===== config.mk =====
export PLATFORM = sky130hd
export DESIGN_NAME = mesm6_mem_arbiter_flat
export DESIGN_NICKNAME = d
export VERILOG_FILES = /design/src/rtl/mesm6_mem_pkg.sv /design/src/rtl/mesm6_mem_arbiter_if.sv /design/src/rtl/mesm6_mem_chan.sv /design/src/rtl/mesm6_mem_arbiter.sv /design/src/flat_wrapper.sv
export SDC_FILE = /design/constraint.sdc
export NUM_CORES = 1
export LEC_CHECK = 0
export CAP_MARGIN = 10
export CORE_ASPECT_RATIO = 0.8
export CORE_MARGIN = 2
export CORE_UTILIZATION = 40
export CTS_BUF_LIST = sky130_fd_sc_hd__clkbuf_4
export DETAILED_ROUTE_END_ITERATION = 6
export MAX_ROUTING_LAYER = met4
export PLACE_DENSITY = 0.79
export SLEW_MARGIN = 20
export SYNTH_ARGS = -nofsm -noshare
export SYNTH_HDL_FRONTEND = slang
export SYNTH_HIERARCHICAL = 1
export SYNTH_SLANG_ARGS = --single-unit

===== constraint.sdc =====
create_clock -name clk -period 6.5 [get_ports clk]
set_input_delay 1.625 -clock clk [delete_from_list [all_inputs] [get_ports clk]]
set_output_delay 1.625 -clock clk [all_outputs]
set_load 0.01 [all_outputs]

===== src/rtl/mesm6_mem_pkg.sv =====
// Shared types and sizes for the mesm6 memory arbiter.
package mesm6_mem_pkg;

  localparam int ADDR_W = 15;
  localparam int DATA_W = 48;

  typedef enum logic [1:0] {
    IDLE      = 2'd0,
    DBUS_WAIT = 2'd1,
    IBUS_WAIT = 2'd2
  } arb_state_e;

endpackage


===== src/rtl/mesm6_mem_arbiter_if.sv =====
// Core-side instruction/data buses plus the single external memory port.
interface mesm6_mem_arbiter_if;
  import mesm6_mem_pkg::*;

  logic              ibus_fetch;
  logic [ADDR_W-1:0] ibus_addr;
  logic [DATA_W-1:0] ibus_input;
  logic              ibus_done;
  logic              dbus_read;
  logic              dbus_write;
  logic [ADDR_W-1:0] dbus_addr;
  logic [DATA_W-1:0] dbus_output;
  logic [DATA_W-1:0] dbus_input;
  logic              dbus_done;
  logic              alu_busy;
  logic              mem_req;
  logic              mem_we;
  logic [ADDR_W-1:0] mem_addr;
  logic [DATA_W-1:0] mem_wdata;
  logic [DATA_W-1:0] mem_rdata;
  logic              mem_ack;

  modport slave (
    input  ibus_fetch, ibus_addr, dbus_read, dbus_write, dbus_addr, dbus_output,
    input  alu_busy, mem_rdata, mem_ack,
    output ibus_input, ibus_done, dbus_input, dbus_done,
    output mem_req, mem_we, mem_addr, mem_wdata
  );

  modport master (
    output ibus_fetch, ibus_addr, dbus_read, dbus_write, dbus_addr, dbus_output,
    output alu_busy, mem_rdata, mem_ack,
    input  ibus_input, ibus_done, dbus_input, dbus_done,
    input  mem_req, mem_we, mem_addr, mem_wdata
  );

endinterface


===== src/rtl/mesm6_mem_chan.sv =====
// One arbiter channel: sticky done flag, held read-data word and pending flag.
module mesm6_mem_chan
  import mesm6_mem_pkg::*;
(
  input  logic              clk,
  input  logic              reset,
  input  logic              req,
  input  logic              ack,
  input  logic              load,
  input  logic              hit,
  input  logic [DATA_W-1:0] rdata,
  input  logic              retire,
  output logic              done,
  output logic [DATA_W-1:0] data,
  output logic              pend
);

  logic              done_r;
  logic [DATA_W-1:0] data_r;

  // Done flag: a completion wins over retire so it can never be lost.
  always_ff @(posedge clk or posedge reset) begin
    if (reset) begin
      done_r <= 1'b0;
    end else if (ack | hit) begin
      done_r <= 1'b1;
    end else if (retire) begin
      done_r <= 1'b0;
    end else begin
      done_r <= done_r;
    end
  end

  // Read data only moves on this channel's own read completion.
  always_ff @(posedge clk or posedge reset) begin
    if (reset) begin
      data_r <= {DATA_W{1'b0}};
    end else if (ack & load) begin
      data_r <= rdata;
    end else begin
      data_r <= data_r;
    end
  end

  assign done = done_r;
  assign data = data_r;
  assign pend = req & ~done_r;

endmodule


===== src/rtl/mesm6_mem_arbiter.sv =====
// Merges the mesm6 instruction and data buses onto one memory port, dbus first.
// Optional macro MESM6_MEM_IBUS_HIT_EN serves a repeated fetch from the held word.
module mesm6_mem_arbiter
  import mesm6_mem_pkg::*;
(
  input logic               clk,
  input logic               reset,
  mesm6_mem_arbiter_if.slave bus
);

  arb_state_e        state_r;
  arb_state_e        state_nx_s;
  logic              mem_req_r;
  logic              mem_req_nx_s;
  logic              mem_we_r;
  logic              mem_we_nx_s;
  logic [ADDR_W-1:0] mem_addr_r;
  logic [ADDR_W-1:0] mem_addr_nx_s;
  logic [DATA_W-1:0] mem_wdata_r;
  logic [DATA_W-1:0] mem_wdata_nx_s;

  logic              ipend_s;
  logic              dpend_s;
  logic              ibus_done_s;
  logic              dbus_done_s;
  logic [DATA_W-1:0] ibus_data_s;
  logic [DATA_W-1:0] dbus_data_s;
  logic              iack_s;
  logic              dack_s;
  logic              ihit_s;
  logic              hit_ok_s;
  logic              dreq_s;
  logic              retire_s;

  assign dreq_s   = bus.dbus_read | bus.dbus_write;
  assign retire_s = (~bus.ibus_fetch | ibus_done_s) & (~dreq_s | dbus_done_s)
                  & (bus.ibus_fetch | dreq_s) & ~bus.alu_busy;

  mesm6_mem_chan u_ibus (
    .clk    (clk),
    .reset  (reset),
    .req    (bus.ibus_fetch),
    .ack    (iack_s),
    .load   (1'b1),
    .hit    (ihit_s),
    .rdata  (bus.mem_rdata),
    .retire (retire_s),
    .done   (ibus_done_s),
    .data   (ibus_data_s),
    .pend   (ipend_s)
  );

  mesm6_mem_chan u_dbus (
    .clk    (clk),
    .reset  (reset),
    .req    (dreq_s),
    .ack    (dack_s),
    .load   (~mem_we_r),
    .hit    (1'b0),
    .rdata  (bus.mem_rdata),
    .retire (retire_s),
    .done   (dbus_done_s),
    .data   (dbus_data_s),
    .pend   (dpend_s)
  );

`ifdef MESM6_MEM_IBUS_HIT_EN
  logic [ADDR_W-1:0] last_iaddr_r;
  logic              last_ivalid_r;

  // Track the last fetched address; a data write to it invalidates the copy.
  always_ff @(posedge clk or posedge reset) begin
    if (reset) begin
      last_iaddr_r  <= {ADDR_W{1'b0}};
      last_ivalid_r <= 1'b0;
    end else if (iack_s) begin
      last_iaddr_r  <= mem_addr_r;
      last_ivalid_r <= 1'b1;
    end else if (dack_s & mem_we_r & (mem_addr_r == last_iaddr_r)) begin
      last_iaddr_r  <= last_iaddr_r;
      last_ivalid_r <= 1'b0;
    end else begin
      last_iaddr_r  <= last_iaddr_r;
      last_ivalid_r <= last_ivalid_r;
    end
  end

  assign hit_ok_s = last_ivalid_r & (bus.ibus_addr == last_iaddr_r);
`else
  assign hit_ok_s = 1'b0;
`endif

  // State and memory-port registers.
  always_ff @(posedge clk or posedge reset) begin
    if (reset) begin
      state_r     <= IDLE;
      mem_req_r   <= 1'b0;
      mem_we_r    <= 1'b0;
      mem_addr_r  <= {ADDR_W{1'b0}};
      mem_wdata_r <= {DATA_W{1'b0}};
    end else begin
      state_r     <= state_nx_s;
      mem_req_r   <= mem_req_nx_s;
      mem_we_r    <= mem_we_nx_s;
      mem_addr_r  <= mem_addr_nx_s;
      mem_wdata_r <= mem_wdata_nx_s;
    end
  end

  // Next-state, launch and completion decode.
  always_comb begin
    state_nx_s     = state_r;
    mem_req_nx_s   = mem_req_r;
    mem_we_nx_s    = mem_we_r;
    mem_addr_nx_s  = mem_addr_r;
    mem_wdata_nx_s = mem_wdata_r;
    iack_s         = 1'b0;
    dack_s         = 1'b0;
    ihit_s         = 1'b0;
    case (state_r)
      IDLE: begin
        if (dpend_s) begin
          mem_req_nx_s   = 1'b1;
          mem_we_nx_s    = bus.dbus_write;
          mem_addr_nx_s  = bus.dbus_addr;
          mem_wdata_nx_s = bus.dbus_output;
          state_nx_s     = DBUS_WAIT;
        end else if (ipend_s) begin
          if (hit_ok_s) begin
            ihit_s = 1'b1;
          end else begin
            mem_req_nx_s  = 1'b1;
            mem_we_nx_s   = 1'b0;
            mem_addr_nx_s = bus.ibus_addr;
            state_nx_s    = IBUS_WAIT;
          end
        end else begin
          state_nx_s = IDLE;
        end
      end
      DBUS_WAIT: begin
        if (bus.mem_ack) begin
          mem_req_nx_s = 1'b0;
          dack_s       = 1'b1;
          state_nx_s   = IDLE;
        end else begin
          state_nx_s = DBUS_WAIT;
        end
      end
      IBUS_WAIT: begin
        if (bus.mem_ack) begin
          mem_req_nx_s = 1'b0;
          iack_s       = 1'b1;
          state_nx_s   = IDLE;
        end else begin
          state_nx_s = IBUS_WAIT;
        end
      end
      default: begin
        mem_req_nx_s = 1'b0;
        state_nx_s   = IDLE;
      end
    endcase
  end

  assign bus.mem_req    = mem_req_r;
  assign bus.mem_we     = mem_we_r;
  assign bus.mem_addr   = mem_addr_r;
  assign bus.mem_wdata  = mem_wdata_r;
  assign bus.ibus_done  = ibus_done_s;
  assign bus.ibus_input = ibus_data_s;
  assign bus.dbus_done  = dbus_done_s;
  assign bus.dbus_input = dbus_data_s;

endmodule


===== src/flat_wrapper.sv =====
// flat-port wrapper written by rule: the top's interface ports become plain ports
module mesm6_mem_arbiter_flat import mesm6_mem_pkg::*;
  (clk, reset, bus_ibus_fetch, bus_ibus_addr, bus_dbus_read, bus_dbus_write, bus_dbus_addr, bus_dbus_output, bus_alu_busy, bus_mem_rdata, bus_mem_ack, bus_ibus_input, bus_ibus_done, bus_dbus_input, bus_dbus_done, bus_mem_req, bus_mem_we, bus_mem_addr, bus_mem_wdata);
  mesm6_mem_arbiter_if bus_i ();
  input logic clk;
  input logic reset;
  input wire logic [$bits(bus_i.ibus_fetch)-1:0] bus_ibus_fetch;
  input wire logic [$bits(bus_i.ibus_addr)-1:0] bus_ibus_addr;
  input wire logic [$bits(bus_i.dbus_read)-1:0] bus_dbus_read;
  input wire logic [$bits(bus_i.dbus_write)-1:0] bus_dbus_write;
  input wire logic [$bits(bus_i.dbus_addr)-1:0] bus_dbus_addr;
  input wire logic [$bits(bus_i.dbus_output)-1:0] bus_dbus_output;
  input wire logic [$bits(bus_i.alu_busy)-1:0] bus_alu_busy;
  input wire logic [$bits(bus_i.mem_rdata)-1:0] bus_mem_rdata;
  input wire logic [$bits(bus_i.mem_ack)-1:0] bus_mem_ack;
  output wire logic [$bits(bus_i.ibus_input)-1:0] bus_ibus_input;
  output wire logic [$bits(bus_i.ibus_done)-1:0] bus_ibus_done;
  output wire logic [$bits(bus_i.dbus_input)-1:0] bus_dbus_input;
  output wire logic [$bits(bus_i.dbus_done)-1:0] bus_dbus_done;
  output wire logic [$bits(bus_i.mem_req)-1:0] bus_mem_req;
  output wire logic [$bits(bus_i.mem_we)-1:0] bus_mem_we;
  output wire logic [$bits(bus_i.mem_addr)-1:0] bus_mem_addr;
  output wire logic [$bits(bus_i.mem_wdata)-1:0] bus_mem_wdata;
  assign bus_i.ibus_fetch = bus_ibus_fetch;
  assign bus_i.ibus_addr = bus_ibus_addr;
  assign bus_i.dbus_read = bus_dbus_read;
  assign bus_i.dbus_write = bus_dbus_write;
  assign bus_i.dbus_addr = bus_dbus_addr;
  assign bus_i.dbus_output = bus_dbus_output;
  assign bus_i.alu_busy = bus_alu_busy;
  assign bus_i.mem_rdata = bus_mem_rdata;
  assign bus_i.mem_ack = bus_mem_ack;
  assign bus_ibus_input = bus_i.ibus_input;
  assign bus_ibus_done = bus_i.ibus_done;
  assign bus_dbus_input = bus_i.dbus_input;
  assign bus_dbus_done = bus_i.dbus_done;
  assign bus_mem_req = bus_i.mem_req;
  assign bus_mem_we = bus_i.mem_we;
  assign bus_mem_addr = bus_i.mem_addr;
  assign bus_mem_wdata = bus_i.mem_wdata;
  mesm6_mem_arbiter u_core (.clk(clk), .reset(reset), .bus(bus_i));
endmodule

**Yosys cells after proc, flatten, opt, wreduce, memory -nomap -nowiden**

Index checks and enable logic that the tools add are counted.

- Bits in registers: 165
- Input bits: 133
- Word-level logic and storage cells: 56

- Eq/ne operators: 4
- Multiplexer cells: 19
- Bitwise logic cells: 16
- Reductions and logical operators: 8

Operator list:

| cell | number |
|---|---|
| 2-to-1 mux 15 bit | 2 |
| 2-to-1 mux 1 bit | 12 |
| bitwise AND 1 bit | 6 |
| 2-to-1 mux 2 bit | 3 |
| NOT 1 bit | 6 |
| one-hot mux 2 bit (3 select lines) | 1 |
| AND reduction 2 bit | 3 |
| nonzero test 2 bit | 3 |
| OR 1 bit | 4 |
| != test 3 x 1 -> 1 bit, second input constant | 1 |
| == test 2 x 1 -> 1 bit, second input constant | 1 |
| == test 2 bit, second input constant | 1 |
| zero test 2 bit | 1 |
| != test 2 x 1 -> 1 bit, second input constant | 1 |
| one-hot mux 1 bit (2 select lines) | 1 |
| OR reduction 2 bit | 1 |

**Depth between registers and ports, before layout**

- Depth after elaboration: 8
- Mapped depth: 8

**By module**

Netlist, hierarchy kept.

By module, submodules not included:

| module | instances | cells each | area an instance (um2) |
|---|---|---|---|
| mesm6_mem_chan | 2 | 108 | 1911.8 |
| mesm6_mem_arbiter | 1 | 205 | 2806.4 |

**Worst setup path before layout**

Ideal clock, no wire load.

- Kind: input to register
- Start point: input bus_dbus_write
- End point: register u_core.mem_wdata_r[1] (netlist: u_core/bus.mem_wdata[1])
- Setup time: 0.125 ns
- Arrival: 2.872 ns
- Setup slack: 3.504 ns
- Stages: 6
- Cells stage by stage: or2_2 nor2b_1 buf_6 nand2_2 buf_4 mux2_2

- Cells in the longest elaborated chain, start to end: 3

Ends and longest elaborated chain:

| item | line | source |
|---|---|---|
| start: declaration | flat_wrapper.sv:10 | `input wire logic [$bits(bus_i.dbus_write)-1:0] bus_dbus_write;` |
| OR 1 bit | mesm6_mem_arbiter.sv:35 | `assign dreq_s = bus.dbus_read \| bus.dbus_write;` |
| bitwise AND 1 bit | mesm6_mem_chan.sv:47 | `assign pend = req & ~done_r;` |
| via u_core.dpend_s | mesm6_mem_arbiter.sv:23 | `logic dpend_s;` |
| AND reduction 2 bit (no line) | - |  |
| end signal: assignment | mesm6_mem_arbiter.sv:100 | `mem_wdata_r <= {DATA_W{1'b0}};` |
| end signal: assignment | mesm6_mem_arbiter.sv:106 | `mem_wdata_r <= mem_wdata_nx_s;` |
| end: declaration | mesm6_mem_arbiter.sv:19 | `logic [DATA_W-1:0] mem_wdata_r;` |

The timed path passes the listed nets, and every way through them passes these cells.
A chain may end at the register's enable or synchronous reset.

**Final worst setup path**

- Start point: input bus_dbus_write
- End point: register u_core.mem_wdata_r[32] (netlist: u_core/bus.mem_wdata[32])

- Cells in the longest elaborated chain, start to end: 3

Ends and longest elaborated chain:

| item | line | source |
|---|---|---|
| OR 1 bit | mesm6_mem_arbiter.sv:35 |  |
| via u_core.dreq_s | mesm6_mem_arbiter.sv:32 | `logic dreq_s;` |
| bitwise AND 1 bit | mesm6_mem_chan.sv:47 |  |
| via u_core.dpend_s | mesm6_mem_arbiter.sv:23 |  |
| AND reduction 2 bit (no line) | - |  |

The timed path passes the listed nets, and every way through them passes these cells.

==> impl_metrics.toml <==
[min_path]
worstHoldStart = "u_core/u_dbus/data[37]$_DFFE_PP0P_"
hold_path_class = "register to register"

[route]
routed_via_density = 4.88
detail-route-antenna-nets = 0
met3_wirelength_mm = 1.59
wl_met2_mm = 8.21
vias = 4657
route.top_layer_used = "met4"
routedWlPerCell_um = 18.3
finalWirelength_mm = 17.4
detailedRoute.firstPassIterationCount = 4
detail_route.drc_violations = 0
routedLengthMet1_mm = 7.30
detailedRoute.firstIterationViolations = 182

[yosys]
synth_cell_types = 26
ys.warnings.count = 6
synthDominantCellAreaShare = 0.623
postSynthRegisterBits = 165
yosys.area.top_type = "sky130_fd_sc_hd__dfrtp_1"
synth-async-reset-ratio = 1.00
synth_ff_type = "sky130_fd_sc_hd__dfrtp_1"
dominant_combinational_cell_family_by_area_after_synthesis = "multiplexers"
number_of_synthesized_flops_with_an_enable_pin = 0
synth_adder_area_share = 0.00755
synth_area_sq_um = 6630
synth_area_in_compound_gates = 0.0402
synthMuxAreaShare = 0.267
register_area_share_after_synthesis = 0.623
synthCells = 421
post_synth_xor_area_fraction = 0
yosys-top-cells-area = "sky130_fd_sc_hd__dfrtp_1, sky130_fd_sc_hd__mux2_2, sky130_fd_sc_hd__mux2_4"
yosys.area_share.simple = 0.0249
avgSynthCellArea_sq_um = 15.7

[global_route]
grt_start_max_net_pins = 68
global_route.overflow_total = 0
grt.total_usage = 0.208
grt_pass1_vias = 4991
grt_pass1_wl_mm = 27.4
antenna_found_initial = 1

[cts]
clk_pin_slew_worst_paths_ns = 0.13
ctsHoldBuffers = 0
cts_made_buffers = 17
post_cts_resize_count = 0
cts_buffer_depth = 2
root_buffer = "sky130_fd_sc_hd__clkbuf_4"
ctsHtreeMaxLevel = 4
clock_insertion_delay_worst_skew_ns = 0.55
tritoncts = "done"
numClockSinks = 165
post_cts.repair.setup_buffers = 0

[placement]
io_buffer_count = 295
gp_congestion = 0.814
place_inst = 921
dp_hpwl_mm = 12.6

[timing]
rsz_0062_raised_after_global_routing = "false"
final.setup.tns_ns = 0
min_period_over_period = 0.578
finalMaxSlewViolations = 0
final_hold_viol_count = 0
fin_skew_ns = 0.0205
final_critical_period_ns = 3.76
max_freq_ghz = 0.266
worstMarginPinSlew_ns = 0.841
final-setup-viol-count = 0
slew_headroom = 0.439

[floorplan]
design.core.area_sq_um = 16400
dieArea_sq_um = 17600
floorplan.rows = 42
die_w_um = 148
design.portCount = 296
die_h_um = 119
initial_core_util = 0.404

[finish]
net_count_of_the_finished_layout = 857
drive_gt1_frac = 0.256
layout.cells.non_filler = 954
area_delta_synth_final_pct = 50.2
area_taken_by_flip_flops_and_latches_sq_um = 4130
fillers = 1278
multiInputGateArea_sq_um = 2270

[critical_path]
critical-path-max-stage-delay_ns = 0.60
worst_r2r_startpoint = "u_core/state_r[0]$_DFF_PP0_"
top_cell_by_count_worst_path = "sky130_fd_sc_hd__buf_4"
critPathTopFamily = "buffers and inverters"
setup.worst_path.end_class = "register"
crit_path_start = "bus_dbus_write"
path_class = "input pin to register"
critical_path.n_buffers_inverters = 3
cp_cell_sequence = "clkdlybuf4s50_1, or2_2, nor2b_1, buf_4, nand2_2, buf_4, mux2_2"
master_of_the_slowest_instance_on_the_critical_path = "sky130_fd_sc_hd__nand2_2"
setup.worst_path.start_class = "input pin"
worstPathArrival_ns = 4.19
worstPathMaxFanout = 36
worstPathRequired_ns = 6.94

[pwr]
p_leak_nw = 4.34
cellPowerDensity_nw_per_um2 = 453
vdd_drop_max_mv = 0.257

[run]
timing.max_cap.violations = 0

[status]
status = "complete, no violations"
[layout make-up]
class / count / share of cell area
Inverter: 11 / 0.00415
Clock inverter: 14 / 0.0102
Tap cell: 220 / 0.0276
Clock buffer: 18 / 0.0136
Timing Repair Buffer: 302 / 0.302
Antenna cell: 1 / 0.000251
Multi-Input combinational cell: 223 / 0.228
Sequential cell: 165 / 0.415
[sequential cells by signal, summed over array words and instances, names as in the netlist]
register and flops:
u_core/bus.mem_wdata 48, u_core/u_ibus/data 48, u_core/u_dbus/done 1, u_core/bus.mem_addr 15, u_core/bus.mem_req 1, u_core/u_dbus/data 48
u_core/bus.mem_we 1, u_core/state_r 2, u_core/u_ibus/done 1
[layer usage]
layer | up-vias | track usage
met5 | - | -
met4 | 0 | 0.0583
met3 | 28 | 0.0816
met2 | 228 | 0.318
met1 | 2304 | 0.259
li1 | 2097 | -
[logic make-up after synthesis]
logic type,Yosys count
compound gates,37
fa+ha+maj,4
buf+inv,34
flops,165
mux,144
other cells,2
simple gates,35
[per-stage QoR]
stage | area, sq um | utilization | hold slack (ns) | total power, mW | setup slack [ns]
finish | 9960 | 0.607 | 0.520 | 4.52 | 2.74
global route | 9960 | 0.607 | 0.531 | 4.78 | 2.66
CTS | 9960 | 0.607 | 0.522 | 4.57 | 2.81
detailed placement | 9720 | 0.593 | 0.492 | 4.02 | 2.18
global placement | 9720 | 0.593 | 0.486 | 3.95 | 2.27
floorplan | 6630 | - | 0.549 | 2.72 | 3.19
[cells in the mapped netlist, drive strengths merged, types with 3 or more instances]
library cell and number:
o32ai 14, mux2 144, dfrtp 165, o22ai 16, inv 11, a21oi 3
buf 21, nor2 18, ha 4, nand2 5, nor2b 4
[path summary, 6_finish.rpt]
kind | end | cells after the start | slack, ns
setup / recovery | u_core/bus.mem_wdata[32]$_DFFE_PP0P_ | 7 | 2.74
hold / removal | u_core/u_dbus/data[37]$_DFFE_PP0P_ | 1 | 0.52
min in group asynchronous | u_core/u_dbus/data[24]$_DFFE_PP0P_ | 3 | 1.65
max in group asynchronous | u_core/bus.mem_wdata[42]$_DFFE_PP0P_ | 3 | 4.23
setup reg to reg | u_core/bus.mem_wdata[32]$_DFFE_PP0P_ | 5 | 3.77
hold reg to reg | u_core/u_dbus/data[37]$_DFFE_PP0P_ | 1 | 0.52
[cells in the final DEF (no fill, tap or decap)]
cell type                         instances
sky130_fd_sc_hd__nor4b_1                  1
sky130_fd_sc_hd__o32ai_1                 14
sky130_fd_sc_hd__inv_2                    3
sky130_fd_sc_hd__dfrtp_1                165
sky130_fd_sc_hd__o21ai_0                  2
sky130_fd_sc_hd__nand2b_1                 2
sky130_fd_sc_hd__or2_2                    1
sky130_fd_sc_hd__conb_1                   3
sky130_fd_sc_hd__mux2_4                  40
sky130_fd_sc_hd__inv_6                    4
sky130_fd_sc_hd__nand2_1                  2
sky130_fd_sc_hd__nor3_1                   1
sky130_fd_sc_hd__nor2_1                  18
sky130_fd_sc_hd__a21oi_1                  3
sky130_fd_sc_hd__diode_2                  1
sky130_fd_sc_hd__and2_1                   2
sky130_fd_sc_hd__clkinv_4                 3
sky130_fd_sc_hd__nand2_2                  3
sky130_fd_sc_hd__clkinv_1                 2
sky130_fd_sc_hd__nor2b_1                  4
sky130_fd_sc_hd__mux2_2                 104
sky130_fd_sc_hd__clkbuf_4                18
sky130_fd_sc_hd__clkinvlp_4               3
sky130_fd_sc_hd__or2_1                    1
sky130_fd_sc_hd__o22ai_1                 16
sky130_fd_sc_hd__buf_4                    7
sky130_fd_sc_hd__clkinv_2                 2
sky130_fd_sc_hd__a2111oi_0                1
sky130_fd_sc_hd__a32o_1                   1
sky130_fd_sc_hd__clkdlybuf4s50_1        295
sky130_fd_sc_hd__inv_1                    8
sky130_fd_sc_hd__ha_1                     4
[power breakdown]
part           switching, mW  internal, mW  leakage [nW]
Combinational          0.781          1.39          2.23
Clock                  0.366         0.158         0.125
Sequential             0.300          1.53          1.99
Note: power is estimated with default switching activity, not from simulation.
==> RTL change: new RTL, same settings <==
The option `MESM6_MEM_IBUS_HIT_EN` is turned on by a define.
--- a/src/rtl/mesm6_mem_arbiter.sv
+++ b/src/rtl/mesm6_mem_arbiter.sv
@@ -1,5 +1,7 @@
 // Merges the mesm6 instruction and data buses onto one memory port, dbus first.
 // Optional macro MESM6_MEM_IBUS_HIT_EN serves a repeated fetch from the held word.
+`define MESM6_MEM_IBUS_HIT_EN
+
 module mesm6_mem_arbiter
   import mesm6_mem_pkg::*;
 (
Behaviour: not the same (a bounded check fails within 10 cycles, from zero or initial values and one cycle with reset high).
==> RTL change against the original RTL <==
  * Sequential cell count grew 16
  * Power up 17%
  * Synthesized area up 15%
  * Setup slack got worse by 220 ps
  * Wire length rose by 12%
  * Register-to-register slack got worse by 350 ps
  * Clock skew up 6.2 ps
  * Highest routed layer unchanged
  * Largest power group unchanged
  * Cell area grew 12%
  * Critical endpoint is now u_core/u_ibus/data[39]
  * Die area rose by 14%
==> RTL change: results (changes against the original RTL) <==
The run finished with clean final reports. The synthesized-area fraction occupied by ao, oa, aoi and oai cells came out at 1.02% (-3.0 points). The clock share of power came to 12.8% (+1.2 points). The met3 routing resource usage after global routing came to 6.24% (-1.9 points). Yosys attributes the largest share of cell area to dfrtp_1 60%, mux2_2 22%, mux2_4 8.1%.

The initial DRC count is 238 (+31%). The detailed route wirelength on metal2 came out at 9560 um (+16%). The leakage power figure came out at 4.75 nW (+9.4%). The wire length of the first global-routing pass is 30300 um (+11%). The detailed-route via count came out at 5050 (+8.4%). The number of buffers inserted during clock tree synthesis is 17 (unchanged).

The final hold violation count was 0 (unchanged). The synthesized-area fraction occupied by xor and xnor cells was 3.46% (+3.5 points). The placed standard-cell area is 10800 um2 (+11%).

The tree is rooted in a clkbuf_4. The average wire per standard cell came out at 18.5 um (+1.3%). The number of search-and-repair iterations in the first detailed-routing pass came to 4 (unchanged). The number of antenna violations at the first check in global routing is 1 (unchanged). The all-layer global routing usage came out at 20.2% (-0.64 points).

The standard cell with the maximum stage delay on the critical path is nand2_2. The proportion of synthesized area in mux cells came out at 30.3% (+3.6 points). The clock insertion delay at the later pin of the skew report is 550 ps (about the same).

The met3 routed wirelength came to 1670 um (+5.1%). The overflow left after global routing was 0 (unchanged). Counting instances in the post-synthesis netlist gives the leading cell types as 181 x dfrtp_1, 148 x mux2_2, 41 x mux2_4, 22 x xnor2_1, 11 x inv_1. The distinct cell type count after synthesis is 29 (+12%).

The final net count is 919 (+7.2%). The via count of the first global-routing pass came out at 5612 (+12%). The share of post-route cells with drive strength above 1 was 29.8% (+4.2 points). The filler cell count came out at 1534 (+20%). The sequential-to-total area share from yosys stat is 59.6% (-2.6 points). The met1 layer usage reported by global route was 24.9% (-1.1 points). The number of nets produced by synthesis came out at ~620.

The total of cells resized after clock tree synthesis came out at 0 (unchanged). The met1 layer wirelength in the final routing was 8030 um (+10%). The combinational share of power is 47.7% (-0.3 points). The synthesis warning total came out at 6 (unchanged).

The count of input and output buffers came out at 295 (unchanged). The clock edge transition at the registers on the reported setup and hold paths came out at 150 ps (+20 ps). The maximum vdd drop is 0.273 mV (+6.2%).

The pin slew with the least headroom to its limit was 997 ps (+156 ps). The highest metal layer carrying signal wires in the routed design is met4. The pin count of the biggest net entering global routing came out at 62 (-8.8%).

The internal portion of total power is 3.54 mW (+15%). The weighted congestion reported at the end of routability-driven placement is 0.825 (+1.4%). The placed wire-length estimate is 14500 um (+15%). The met2 demand-to-capacity share in global routing came out at 32.7% (+0.88 points). The maximum fanout along the worst path was 30 (-17%). The worst-case clock skew came out at 26.8 ps (+6.23 ps). The max-cap check violation count was 0 (unchanged).

The maximum count of clock buffers along a single path came out at 2 (unchanged). The adder-cell area share of the yosys netlist is 0.659% (-0.096 points). On the critical path the largest part of the delay comes from simple AND/OR/NAND/NOR gates.

The maximum single-stage delay on the critical path is 770 ps (+170 ps).
-- RTL change: logic make-up after synthesis --
group / Yosys count
xor+xnor: 30
buf+inv: 31
flops: 181
mux: 191
compound gates: 12
simple gates: 31
fa+ha+maj: 4
other cells: 2
-- RTL change: worst paths after layout --
path                                          startpoint                       end  slack (ps)  depth (start not counted)
worst max-delay path                         bus_mem_ack    u_core/u_ibus/data[39]        2520                          6
worst min-delay path            u_core/bus.mem_wdata[22]  u_core/bus.mem_wdata[22]         530                          1
worst max register to register         u_core/state_r[0]    u_core/u_ibus/data[39]        3420                          7
worst min register to register  u_core/bus.mem_wdata[22]  u_core/bus.mem_wdata[22]         530                          1
max in group asynchronous                          reset    u_core/bus.mem_addr[1]        3930                          3
min in group asynchronous                          reset     u_core/u_dbus/data[0]        1340                          2
-- RTL change: layout make-up --
type / count / share of cell area, %
Tap cell: 258 / 2.91
Multi-Input combinational cell: 270 / 26.0
Clock buffer: 17 / 1.15
Timing Repair Buffer: 301 / 27.0
Antenna cell: 1 / 0.0225
Inverter: 11 / 0.394
Sequential cell: 181 / 40.8
Clock inverter: 15 / 1.77
-- RTL change: worst reg2reg max path, stage by stage, from the launching register on --
cell,delay [ps]
dfrtp_1,410
inv_1,90
ha_1,210
nand2_1,550
inv_1,160
nand2_2,770
buf_4,430
mux2_2,380
-- RTL change: metrics by stage --
step	worst slack [ps]	instances	utilization [%]	hold WS [ps]	power, mW
floorplan	2740	482	-	460	3.23
global placement	2040	1021	57.3	485	4.53
detailed placement	1950	1021	57.3	492	4.62
CTS	2590	1053	59.1	529	5.31
global route	2400	1054	59.1	542	5.57
finish	2520	1054	59.1	525	5.26
